### config.mk
export PLATFORM = sky130hd
export DESIGN_NAME = uart_apb_arbiter
export DESIGN_NICKNAME = d
export VERILOG_FILES = /design/src/rtl/uart_arb_pkg.sv /design/src/rtl/uart_apb_arbiter_rr_arbiter.sv /design/src/rtl/uart_apb_arbiter.sv
export SDC_FILE = /design/constraint.sdc
export NUM_CORES = 1
export LEC_CHECK = 0
export CORE_ASPECT_RATIO = 0.7
export CORE_MARGIN = 4
export CORE_UTILIZATION = 44
export DETAILED_ROUTE_END_ITERATION = 6
export PLACE_DENSITY = 0.95
export SETUP_SLACK_MARGIN = 0.2
export SLEW_MARGIN = 20
export SYNTH_ARGS = -nofsm -noshare
export SYNTH_HDL_FRONTEND = slang
export SYNTH_SLANG_ARGS = --single-unit
### constraint.sdc
create_clock -name pclk_i -period 6.47 [get_ports pclk_i]
set_input_delay 0.9705 -clock pclk_i [delete_from_list [all_inputs] [get_ports pclk_i]]
set_output_delay 0.9705 -clock pclk_i [all_outputs]
set_load 0.01 [all_outputs]
### src/rtl/uart_arb_pkg.sv
// Shared types and constants for the apb_uart register-port arbiter.
package uart_arb_pkg;

  localparam int UART_ADDR_W     = 12;
  localparam int UART_DATA_W     = 32;
  localparam int DEFAULT_TIMEOUT = 255;

  typedef enum logic [1:0] {
    ST_IDLE   = 2'd0,
    ST_SETUP  = 2'd1,
    ST_ACCESS = 2'd2,
    ST_RESP   = 2'd3
  } arb_state_e;

endpackage

### src/rtl/uart_apb_arbiter_rr_arbiter.sv
// Combinational round-robin picker: first set request after last_i, wrapping modulo N_REQ.
module rr_arbiter #(
  parameter int N_REQ = 4,
  localparam int IW = $clog2(N_REQ)
) (
  input  logic [N_REQ-1:0] req_i,
  input  logic [IW-1:0]    last_i,
  output logic [N_REQ-1:0] gnt_o,
  output logic             valid_o
);

  logic [IW-1:0] idx;

  always_comb begin
    gnt_o   = '0;
    valid_o = 1'b0;
    idx     = '0;
    // Offset N_REQ lands back on last_i, so the previous winner is considered last.
    for (int k = 1; k <= N_REQ; k++) begin
      idx = IW'((int'(last_i) + k) % N_REQ);
      if (!valid_o && req_i[idx]) begin
        gnt_o[idx] = 1'b1;
        valid_o    = 1'b1;
      end
    end
  end

endmodule

### src/rtl/uart_apb_arbiter.sv
// Round-robin APB master sharing the apb_uart register port among N_REQ requesters.
// Optional ACCESS-phase timeout is compiled in when UART_ARB_TIMEOUT_EN is defined.
module uart_apb_arbiter
  import uart_arb_pkg::*;
#(
  parameter int N_REQ   = 4,
  parameter int TIMEOUT = DEFAULT_TIMEOUT
) (
  input  logic                              pclk_i,
  input  logic                              prst_i,
  input  logic [N_REQ-1:0]                  req_i,
  input  logic [N_REQ-1:0]                  req_write_i,
  input  logic [N_REQ-1:0][UART_ADDR_W-1:0] req_addr_i,
  input  logic [N_REQ-1:0][UART_DATA_W-1:0] req_wdata_i,
  output logic [N_REQ-1:0]                  gnt_o,
  output logic [N_REQ-1:0]                  rsp_valid_o,
  output logic [UART_DATA_W-1:0]            rsp_rdata_o,
  output logic                              rsp_err_o,
  output logic                              psel_o,
  output logic                              penable_o,
  output logic                              pwrite_o,
  output logic [UART_ADDR_W-1:0]            paddr_o,
  output logic [UART_DATA_W-1:0]            pwdata_o,
  input  logic [UART_DATA_W-1:0]            prdata_i,
  input  logic                              pready_i,
  input  logic                              pslverr_i
);

  localparam int IW = $clog2(N_REQ);

  if (N_REQ < 2 || N_REQ > 8 || TIMEOUT < 1) begin : g_param_check
    $error("uart_apb_arbiter: N_REQ must be 2..8 and TIMEOUT at least 1");
  end

  arb_state_e             state_q, state_d;
  logic [IW-1:0]          win_q, win_d, last_q, last_d, pick_idx;
  logic                   mask_q, mask_d;
  logic [UART_ADDR_W-1:0] addr_q, addr_d;
  logic [UART_DATA_W-1:0] wdata_q, wdata_d, rdata_q, rdata_d;
  logic                   write_q, write_d, err_q, err_d;
  logic [N_REQ-1:0]       last_oh, win_oh, elig, pick_oh;
  logic                   pick_valid;

`ifdef UART_ARB_TIMEOUT_EN
  localparam int CW = $clog2(TIMEOUT + 1);
  localparam logic [CW-1:0] TO_LAST = CW'(TIMEOUT - 1);
  logic [CW-1:0] cnt_q, cnt_d;
`endif

  for (genvar gi = 0; gi < N_REQ; gi++) begin : g_dec
    assign last_oh[gi] = (last_q == IW'(gi));
    assign win_oh[gi]  = (win_q == IW'(gi));
  end

  // Keep a requester that is still holding req_i from winning again straight after RESP.
  assign elig = req_i & ~({N_REQ{mask_q}} & last_oh);

  rr_arbiter #(.N_REQ(N_REQ)) u_rr (
    .req_i   (elig),
    .last_i  (last_q),
    .gnt_o   (pick_oh),
    .valid_o (pick_valid)
  );

  always_comb begin
    pick_idx = '0;
    for (int i = 0; i < N_REQ; i++) begin
      if (pick_oh[i]) pick_idx = IW'(i);
    end
  end

  always_comb begin
    state_d = state_q;
    win_d   = win_q;
    last_d  = last_q;
    mask_d  = 1'b0;
    addr_d  = addr_q;
    wdata_d = wdata_q;
    write_d = write_q;
    rdata_d = rdata_q;
    err_d   = err_q;
`ifdef UART_ARB_TIMEOUT_EN
    cnt_d   = cnt_q;
`endif
    case (state_q)
      ST_IDLE: begin
        if (pick_valid) begin
          win_d   = pick_idx;
          addr_d  = req_addr_i[pick_idx];
          wdata_d = req_wdata_i[pick_idx];
          write_d = req_write_i[pick_idx];
          state_d = ST_SETUP;
        end
      end
      ST_SETUP: begin
        state_d = ST_ACCESS;
`ifdef UART_ARB_TIMEOUT_EN
        cnt_d   = '0;
`endif
      end
      ST_ACCESS: begin
        if (pready_i) begin
          rdata_d = write_q ? '0 : prdata_i;
          err_d   = pslverr_i;
          state_d = ST_RESP;
        end
`ifdef UART_ARB_TIMEOUT_EN
        else if (cnt_q == TO_LAST) begin
          rdata_d = '0;
          err_d   = 1'b1;
          state_d = ST_RESP;
        end else begin
          cnt_d = cnt_q + CW'(1);
        end
`endif
      end
      ST_RESP: begin
        last_d  = win_q;
        mask_d  = 1'b1;
        state_d = ST_IDLE;
      end
      default: state_d = ST_IDLE;
    endcase
  end

  always_ff @(posedge pclk_i) begin
    if (prst_i) begin
      state_q <= ST_IDLE;
      win_q   <= '0;
      last_q  <= IW'(N_REQ - 1);
      mask_q  <= 1'b0;
      addr_q  <= '0;
      wdata_q <= '0;
      write_q <= 1'b0;
      rdata_q <= '0;
      err_q   <= 1'b0;
`ifdef UART_ARB_TIMEOUT_EN
      cnt_q   <= '0;
`endif
    end else begin
      state_q <= state_d;
      win_q   <= win_d;
      last_q  <= last_d;
      mask_q  <= mask_d;
      addr_q  <= addr_d;
      wdata_q <= wdata_d;
      write_q <= write_d;
      rdata_q <= rdata_d;
      err_q   <= err_d;
`ifdef UART_ARB_TIMEOUT_EN
      cnt_q   <= cnt_d;
`endif
    end
  end

  assign psel_o      = (state_q == ST_SETUP) || (state_q == ST_ACCESS);
  assign penable_o   = (state_q == ST_ACCESS);
  assign pwrite_o    = psel_o & write_q;
  assign paddr_o     = psel_o ? addr_q : '0;
  assign pwdata_o    = psel_o ? wdata_q : '0;
  assign gnt_o       = (state_q != ST_IDLE) ? win_oh : '0;
  assign rsp_valid_o = (state_q == ST_RESP) ? win_oh : '0;
  assign rsp_rdata_o = (state_q == ST_RESP) ? rdata_q : '0;
  assign rsp_err_o   = (state_q == ST_RESP) & err_q;

endmodule

==> summary.md, run 1 <==
| Metric | Value |
|---|---|
| Antenna violations before repair | 0 |
| Post-Syn Area | 6140 um2 |
| Hold_buf cts | 0 |
| GRT Residual Overflow | 0 |
| Worst r2r src | last_q[0] |
| Routed Antenna Nets | 0 |
| CTS tree | yes |
| Post-Layout Cell Count | 1169 |
| Cells after DPL | 1153 |
| Initial Util | 45.8% |
| Worst Path Buf+Inv | 2 |
| Clock slew at reported path FFs | 0.07 ns |
| Initial DRC Count | 350 |
| Total Neg Setup Slack | 0 ns |
| Worst slew pin tran | 1.04 ns |
| Post-CTS Resized | 0 |
| Period minus WS final | 3.90 ns |
| Unrepaired setup endpoints after global routing | false |
| Max-slew violation count | 0 |
| Max Cap Violations | 0 |
| Diodes inserted | 0 |
| DRT Pass-1 Iters | 5 |
| Chip height | 107 um |
| Crit Path Category | in2reg |
| Count of different cell masters after synthesis | 42 |
| P&R area growth vs syn | 54.2% |
| Mean area per synthesized cell | 8.49 um2 |
| Critical-path top delay cell | or4b_2 |
| CTS Sinks | 85 |
| Port bufs | 307 |
| Routed WL per cell | 18.8 um |
| Pleak | 3.78 nW |
| CP cell instances | clkdlybuf4s50_1, a21boi_1, mux4_2, nor2b_4, a22o_1, or4b_2, buf_4, o211ai_2, o211ai_2 |
| Flops & latches, synth | 85 |
| Worst hold-check path type | reg2reg |
| CP endpoint kind | register |
| R2R Path End | addr_q[10] |
| Sequential area share after synthesis | 27.7% |
| Max stage delay on crit path | 0.93 ns |
| Top post-synthesis cells by area | dfxtp_1, o211ai_2, mux2i_1 |
| CTS Buffer Depth | 2 |
| Gr usage total | 26.3% |
| Drt via density | 5.63 |
| Crit-path max FO | 33 |
| Ports | 308 |
| WP depth | 9 |
| Via count | 6578 |
| Multi-input combinational cell area | 4060 um2 |
| HP Start | err_q |
| Worst Setup EP | addr_q[10] |
| Maximum VDD drop | 0.206 mV |
| Vias in the first global route | 6503 |
| Post-CTS setup buffer count | 0 |
| Pre-CTS WS | 2.27 ns |
| Clock latency on the worst-skew pair | 0.33 ns |
| Mapped Cells | 723 |
| RePlAce Congestion | 0.883 |
| Synth top area share | 27.7% |
| Crit-path most repeated cell | o211ai_2 |
| Row count | 35 |
| CP startpoint | req_i[1] |
| Reg2reg path depth | 10 |
| DRC Markers | 0 |
| Rel. slew slack | 30.4% |
| Setup Skew | 0.00552 ns |
| FF+latch area | 1700 um2 |
| Cell Pwr Density | 353 nW/um2 |
| Syn Nets | 953 |
| Leading area contributor after synthesis | dfxtp_1 |
| Final Hold Viols | 0 |
| CTS H-Tree Depth | 3 |
| Setup-failing EPs final | 0 |
| Fillers | 1043 |
| Final WL | 22000 um |
| Dpl hpwl | 15800 um |
| Startpoint Class | input port |
| Fmax achieved | 0.257 GHz |
| Crit path DAT | 4.11 ns |
| Die ar. | 15900 um2 |
| CTS Buf Count | 9 |
| Die width | 149 um |
| Fraction of layout cells with a size suffix above 1 | 12.9% |
| Number of synthesis warnings | 0 |
| Family with the most delay on the worst path | simple AND/OR/NAND/NOR gates |
| Pin count of the biggest net entering global routing | 83 |
| Reg-to-reg slack, setup | 2.64 ns |
| Placeable Area | 13400 um2 |
| First-pass GRT wire length | 33900 um |
| Run status | finished clean |
| Setup ws final | 2.57 ns |
| Tot Pwr | 3.34 mW |
| WP data required | 6.68 ns |
| Fin crit share | 60.2% |
| Root buf cell | clkbuf_16 |
| Nets | 1209 |
==> layer usage <==
| metal | vias up | GRT usage [%] | routed length [um] |
|---|---|---|---|
| met5 | - | 0 | 0 |
| met3 | 44 | 6.04 | 1720 |
| met2 | 298 | 45.6 | 10900 |
| met4 | 0 | 8.75 | 630 |
| met1 | 3107 | 32.2 | 8810 |
| li1 | 3129 | - | - |
==> layout by cell type (no fill, tap or decap), types with 13 or more instances in the layout <==
master / n
clkdlybuf4s50_1: 306
nor2_1: 126
dfxtp_1: 85
o211ai_2: 79
and2_1: 78
nand3_1: 50
mux2i_1: 49
nand4_1: 45
a21oi_1: 36
nor3b_1: 35
o211ai_1: 13
==> synthesized netlist by cell type (all sizes together) <==
library cell,n
nor2,126
o211ai,92
dfxtp,85
and2,78
nand3,50
mux2i,49
nand4,45
clkbuf,40
a21oi,37
nor3b,36
buf,31
ha,10
inv,7
nand2,5
a21boi,4
mux2,4
a22o,3
nor2b,3
a221oi,2
and3b,2
mux4,2
nor3,2
o221a,2
a211o,1
a221o,1
a311oi,1
and3,1
o31ai,1
o41a,1
or3,1
or4b,1
==> area by class of cell <==
class                   instances  share of cell area (%)
clock buffers                   9                    2.38
clock inverters                 7                   0.860
inverters                       7                   0.278
multi-input cells             560                    42.9
flip-flops and latches         85                    18.0
well taps                     185                    2.45
repair buffers                316                    33.1
==> sequential cells by signal (all words and copies together) (netlist names) <==
signal   flops
err_q        1
win_q        2
write_q      1
rdata_q     32
addr_q      12
last_q       2
wdata_q     32
mask_q       1
state_q      2
==> worst reg2reg max path, stage by stage, from the launching register on <==
cell and delay [ns]:
dfxtp_1 0.55, inv_2 0.21, ha_1 0.29, a21boi_1 0.34, mux4_2 0.38, nor2b_4 0.06
a22o_1 0.21, or4b_2 0.93, buf_4 0.42, o211ai_2 0.19, o211ai_2 0.12
==> cell families (layout without fill, tap and decap cells) <==
group,after synthesis,count (layout),share of synthesized area (%)
simple gates,350,350,30.4
fa+ha+maj,10,10,2.04
flops,85,85,27.7
mux,55,55,9.46
buf+inv,78,339,6.69
compound gates,145,145,23.7
==> worst min-delay path by stage <==
stage	cells past startpoint	slack [ns]	endpoint
2_1_floorplan	2	0.43	err_q
3_3_place_gp	2	0.44	err_q
3_5_place_dp	2	0.46	err_q
4_1_cts	2	0.46	err_q
5_1_grt	2	0.50	err_q
6_report	2	0.47	err_q
==> power by group <==
part           total (mW)  internal (mW)  switching [mW]  leakage (nW)
Combinational        2.03          0.863            1.17          2.93
Sequential          0.767          0.678          0.0883         0.699
Clock               0.535          0.305           0.230         0.147
Total                3.34           1.85            1.49          3.78
==> per-stage QoR <==
stage | area [um2] | hold WS [ns] | util (%)
after floorplan | 6140 | 0.432 | -
after global placement | 9150 | 0.439 | 68.2
after detailed placement | 9150 | 0.455 | 68.2
after CTS | 9450 | 0.464 | 70.5
after global routing | 9460 | 0.498 | 70.6
final | 9460 | 0.467 | 70.6
No activity file was read; power rests on OpenSTA's default activity.
==> inputs of run 2 (changes only) <==
--- a/config.mk
+++ b/config.mk
@@ -7,9 +7,9 @@
 export LEC_CHECK = 0
 export CORE_ASPECT_RATIO = 0.7
 export CORE_MARGIN = 4
-export CORE_UTILIZATION = 44
+export CORE_UTILIZATION = 41
 export DETAILED_ROUTE_END_ITERATION = 6
-export PLACE_DENSITY = 0.95
+export PLACE_DENSITY = 0.9
 export SETUP_SLACK_MARGIN = 0.2
 export SLEW_MARGIN = 20
 export SYNTH_ARGS = -nofsm -noshare
==> constraint.sdc (replaced) <==
create_clock -name pclk_i -period 3.9 [get_ports pclk_i]
set_input_delay 0.585 -clock pclk_i [delete_from_list [all_inputs] [get_ports pclk_i]]
set_output_delay 0.585 -clock pclk_i [all_outputs]
set_load 0.01 [all_outputs]
==> run 2 against run 1 <==
Clock power up 61%. Hold slack better by 0.0037 ns. Setup slack worse by 2.1 ns. Combinational power up 70%. Register-to-register slack worse by 2.2 ns. Global-route usage down 1.8 points. Routed wire length up 0.99%. Sequential share of layout area down 0.13 points. Non-clock buffer count up 4. Critical path depth unchanged. Count of clock-buffer cells in the layout unchanged. Critical path type is now reg2reg. Critical endpoint is now addr_q[3].
==> summary.md, run 2 (same netlist as run 1, synthesis figures left out) <==
| Metric | Value |
|---|---|
| Run status | finished clean |
| Antenna violations before repair | 0 (unchanged) |
| Post-CTS Resized | 0 (unchanged) |
| Crit path DAT | 3.62 ns (-0.49 ns) |
| Post-CTS setup buffer count | 0 (unchanged) |
| Setup-failing EPs final | 0 (unchanged) |
| DRT Pass-1 Iters | 5 (unchanged) |
| Final Hold Viols | 0 (unchanged) |
| Worst r2r src | last_q[0] |
| Area after DPL | 9230 um2 (+0.92%) |
| Worst Setup EP | addr_q[3] |
| Initial Util | 41.8% (-4.0 points) |
| Worst hold-check path type | reg2reg |
| Gr usage total | 24.5% (-1.8 points) |
| Total Neg Setup Slack | 0 ns (unchanged) |
| Hold_buf cts | 0 (unchanged) |
| Die ar. | 17000 um2 (+6.8%) |
| Pin count of the biggest net entering global routing | 92 (+11%) |
| CTS Buf Count | 9 (unchanged) |
| Drt via density | 5.49 (-2.4%) |
| Reg2reg path depth | 9 (-1) |
| Row count | 37 (+5.7%) |
| Pleak | 3.81 nW (+0.95%) |
| Die width | 154 um (+3.4%) |
| Clock slew at reported path FFs | 0.07 ns (about the same) |
| Setup Skew | 0.00901 ns (+0.00349 ns) |
| Reg-to-reg slack, setup | 0.49 ns (-2.15 ns) |
| CP endpoint kind | register |
| Routed Antenna Nets | 0 (unchanged) |
| Crit Path Category | reg2reg |
| Most frequent cells in the layout | clkdlybuf4s50_1, nor2_1, dfxtp_1 |
| Cell Pwr Density | 586 nW/um2 (+66%) |
| CTS Buffer Depth | 2 (unchanged) |
| Dpl hpwl | 16400 um (+3.6%) |
| Routed WL per cell | 18.8 um (-0.20%) |
| Fmax achieved | 0.293 GHz |
| Chip height | 110 um (+3.3%) |
| CP startpoint | last_q[0] |
| Most common cell after layout, fill and taps aside | clkdlybuf4s50_1 |
| GRT Residual Overflow | 0 (unchanged) |
| First-pass GRT wire length | 33500 um (-1.4%) |
| Period minus WS final | 3.41 ns |
| Ports | 308 (unchanged) |
| Startpoint Class | register |
| Worst slew pin tran | 0.820 ns (-0.224 ns) |
| P&R area growth vs syn | 55.3% |
| Final hold slack | 0.471 ns (+0.00367 ns) |
| Diodes inserted | 0 (unchanged) |
| Via count | 6497 (-1.2%) |
| Tot Pwr | 5.58 mW (+67%) |
| RePlAce Congestion | 0.972 (+10%) |
| CTS tree | yes |
| Cells after DPL | 1167 (+1.2%) |
| Fin crit share | 87.5% |
| CTS H-Tree Depth | 3 (unchanged) |
| Initial DRC Count | 436 (+25%) |
| Max Cap Violations | 0 (unchanged) |
| Final instance area | 9530 um2 (+0.71%) |
| Vias in the first global route | 6207 (-4.6%) |
| Max-slew violation count | 0 (unchanged) |
| Fraction of layout cells with a size suffix above 1 | 13.2% (+0.25 points) |
| Port bufs | 307 (unchanged) |
| DRC Markers | 0 (unchanged) |
| Maximum VDD drop | 0.609 mV (+200%) |
| Nets | 1213 (+0.33%) |
| Largest registers | rdata_q x32, wdata_q x32, addr_q x12 |
| Post-Layout Cell Count | 1183 (+1.2%) |
| Clock latency on the worst-skew pair | 0.33 ns (about the same) |
| Final WL | 22200 um (+0.99%) |
| CTS Sinks | 85 (unchanged) |
| R2R Path End | addr_q[3] |
| Unrepaired setup endpoints after global routing | false |
| Root buf cell | clkbuf_16 |
| Crit-path max FO | 46 (+39%) |
| Rel. slew slack | 45.3% (+15 points) |
| Placeable Area | 14700 um2 (+9.5%) |
| WP data required | 4.10 ns (-2.58 ns) |
[run 2: per-stage QoR]
| step | setup slack [ns] | util (%) |
|---|---|---|
| final | 0.487 | 64.9 |
| after global routing | 0.318 | 64.9 |
| after CTS | 0.513 | 64.9 |
| after detailed placement | 0.441 | 62.9 |
| after global placement | 0.492 | 62.9 |
| after floorplan | 0.994 | - |
[run 2: worst min path at each step]
stage / to / cells past startpoint / slack, ns / start
floorplan: err_q / 2 / 0.43 / err_q
global placement: err_q / 2 / 0.44 / err_q
detailed placement: err_q / 2 / 0.46 / err_q
CTS: err_q / 2 / 0.47 / err_q
global route: err_q / 2 / 0.49 / err_q
finish: err_q / 2 / 0.47 / err_q
[run 2: power breakdown]
group | switching [mW] | internal [mW] | leakage [nW]
Combinational | 1.98 | 1.48 | 2.97
Clock | 0.410 | 0.451 | 0.142
Sequential | 0.146 | 1.12 | 0.699
[run 2: cell type report]
class | count | area [um2]
Clock buffer | 9 | 225
Clock inverter | 7 | 67.6
Fill cell | 1224 | 5150
Inverter | 7 | 26.3
Multi-Input combinational cell | 560 | 4060
Sequential cell | 85 | 1700
Tap cell | 195 | 244
Timing Repair Buffer | 320 | 3200
[run 2: worst max-delay path, cell delays in order, from the launching register on]
cell      delay (ns)
dfxtp_1         0.42
inv_2           0.24
ha_1            0.35
a21boi_2        0.13
mux4_2          0.51
nor2b_4         0.15
a22o_1          0.20
or4b_4          0.88
o211ai_1        0.23
o211ai_1        0.13
[run 2: routing by layer]
metal | part of all wire, % | track usage [%]
met1 | 41 | 31.6
met2 | 48 | 41.8
met3 | 8.6 | 6.24
met4 | 1.9 | 5.67
met5 | 0 | 0
==> inputs of run 3 (changes only) <==
--- a/config.mk
+++ b/config.mk
@@ -5,12 +5,15 @@
 export SDC_FILE = /design/constraint.sdc
 export NUM_CORES = 1
 export LEC_CHECK = 0
+export ABC_CLOCK_PERIOD_IN_PS = 3900
 export CORE_ASPECT_RATIO = 0.7
 export CORE_MARGIN = 4
 export CORE_UTILIZATION = 41
+export CTS_CLUSTER_SIZE = 28
 export DETAILED_ROUTE_END_ITERATION = 6
 export PLACE_DENSITY = 0.9
 export SETUP_SLACK_MARGIN = 0.2
+export SKIP_LAST_GASP = 1
 export SLEW_MARGIN = 20
 export SYNTH_ARGS = -nofsm -noshare
 export SYNTH_HDL_FRONTEND = slang
==> results of run 3 <==
Same layout as run 2: the final DEF is identical, and so are final timing and power.
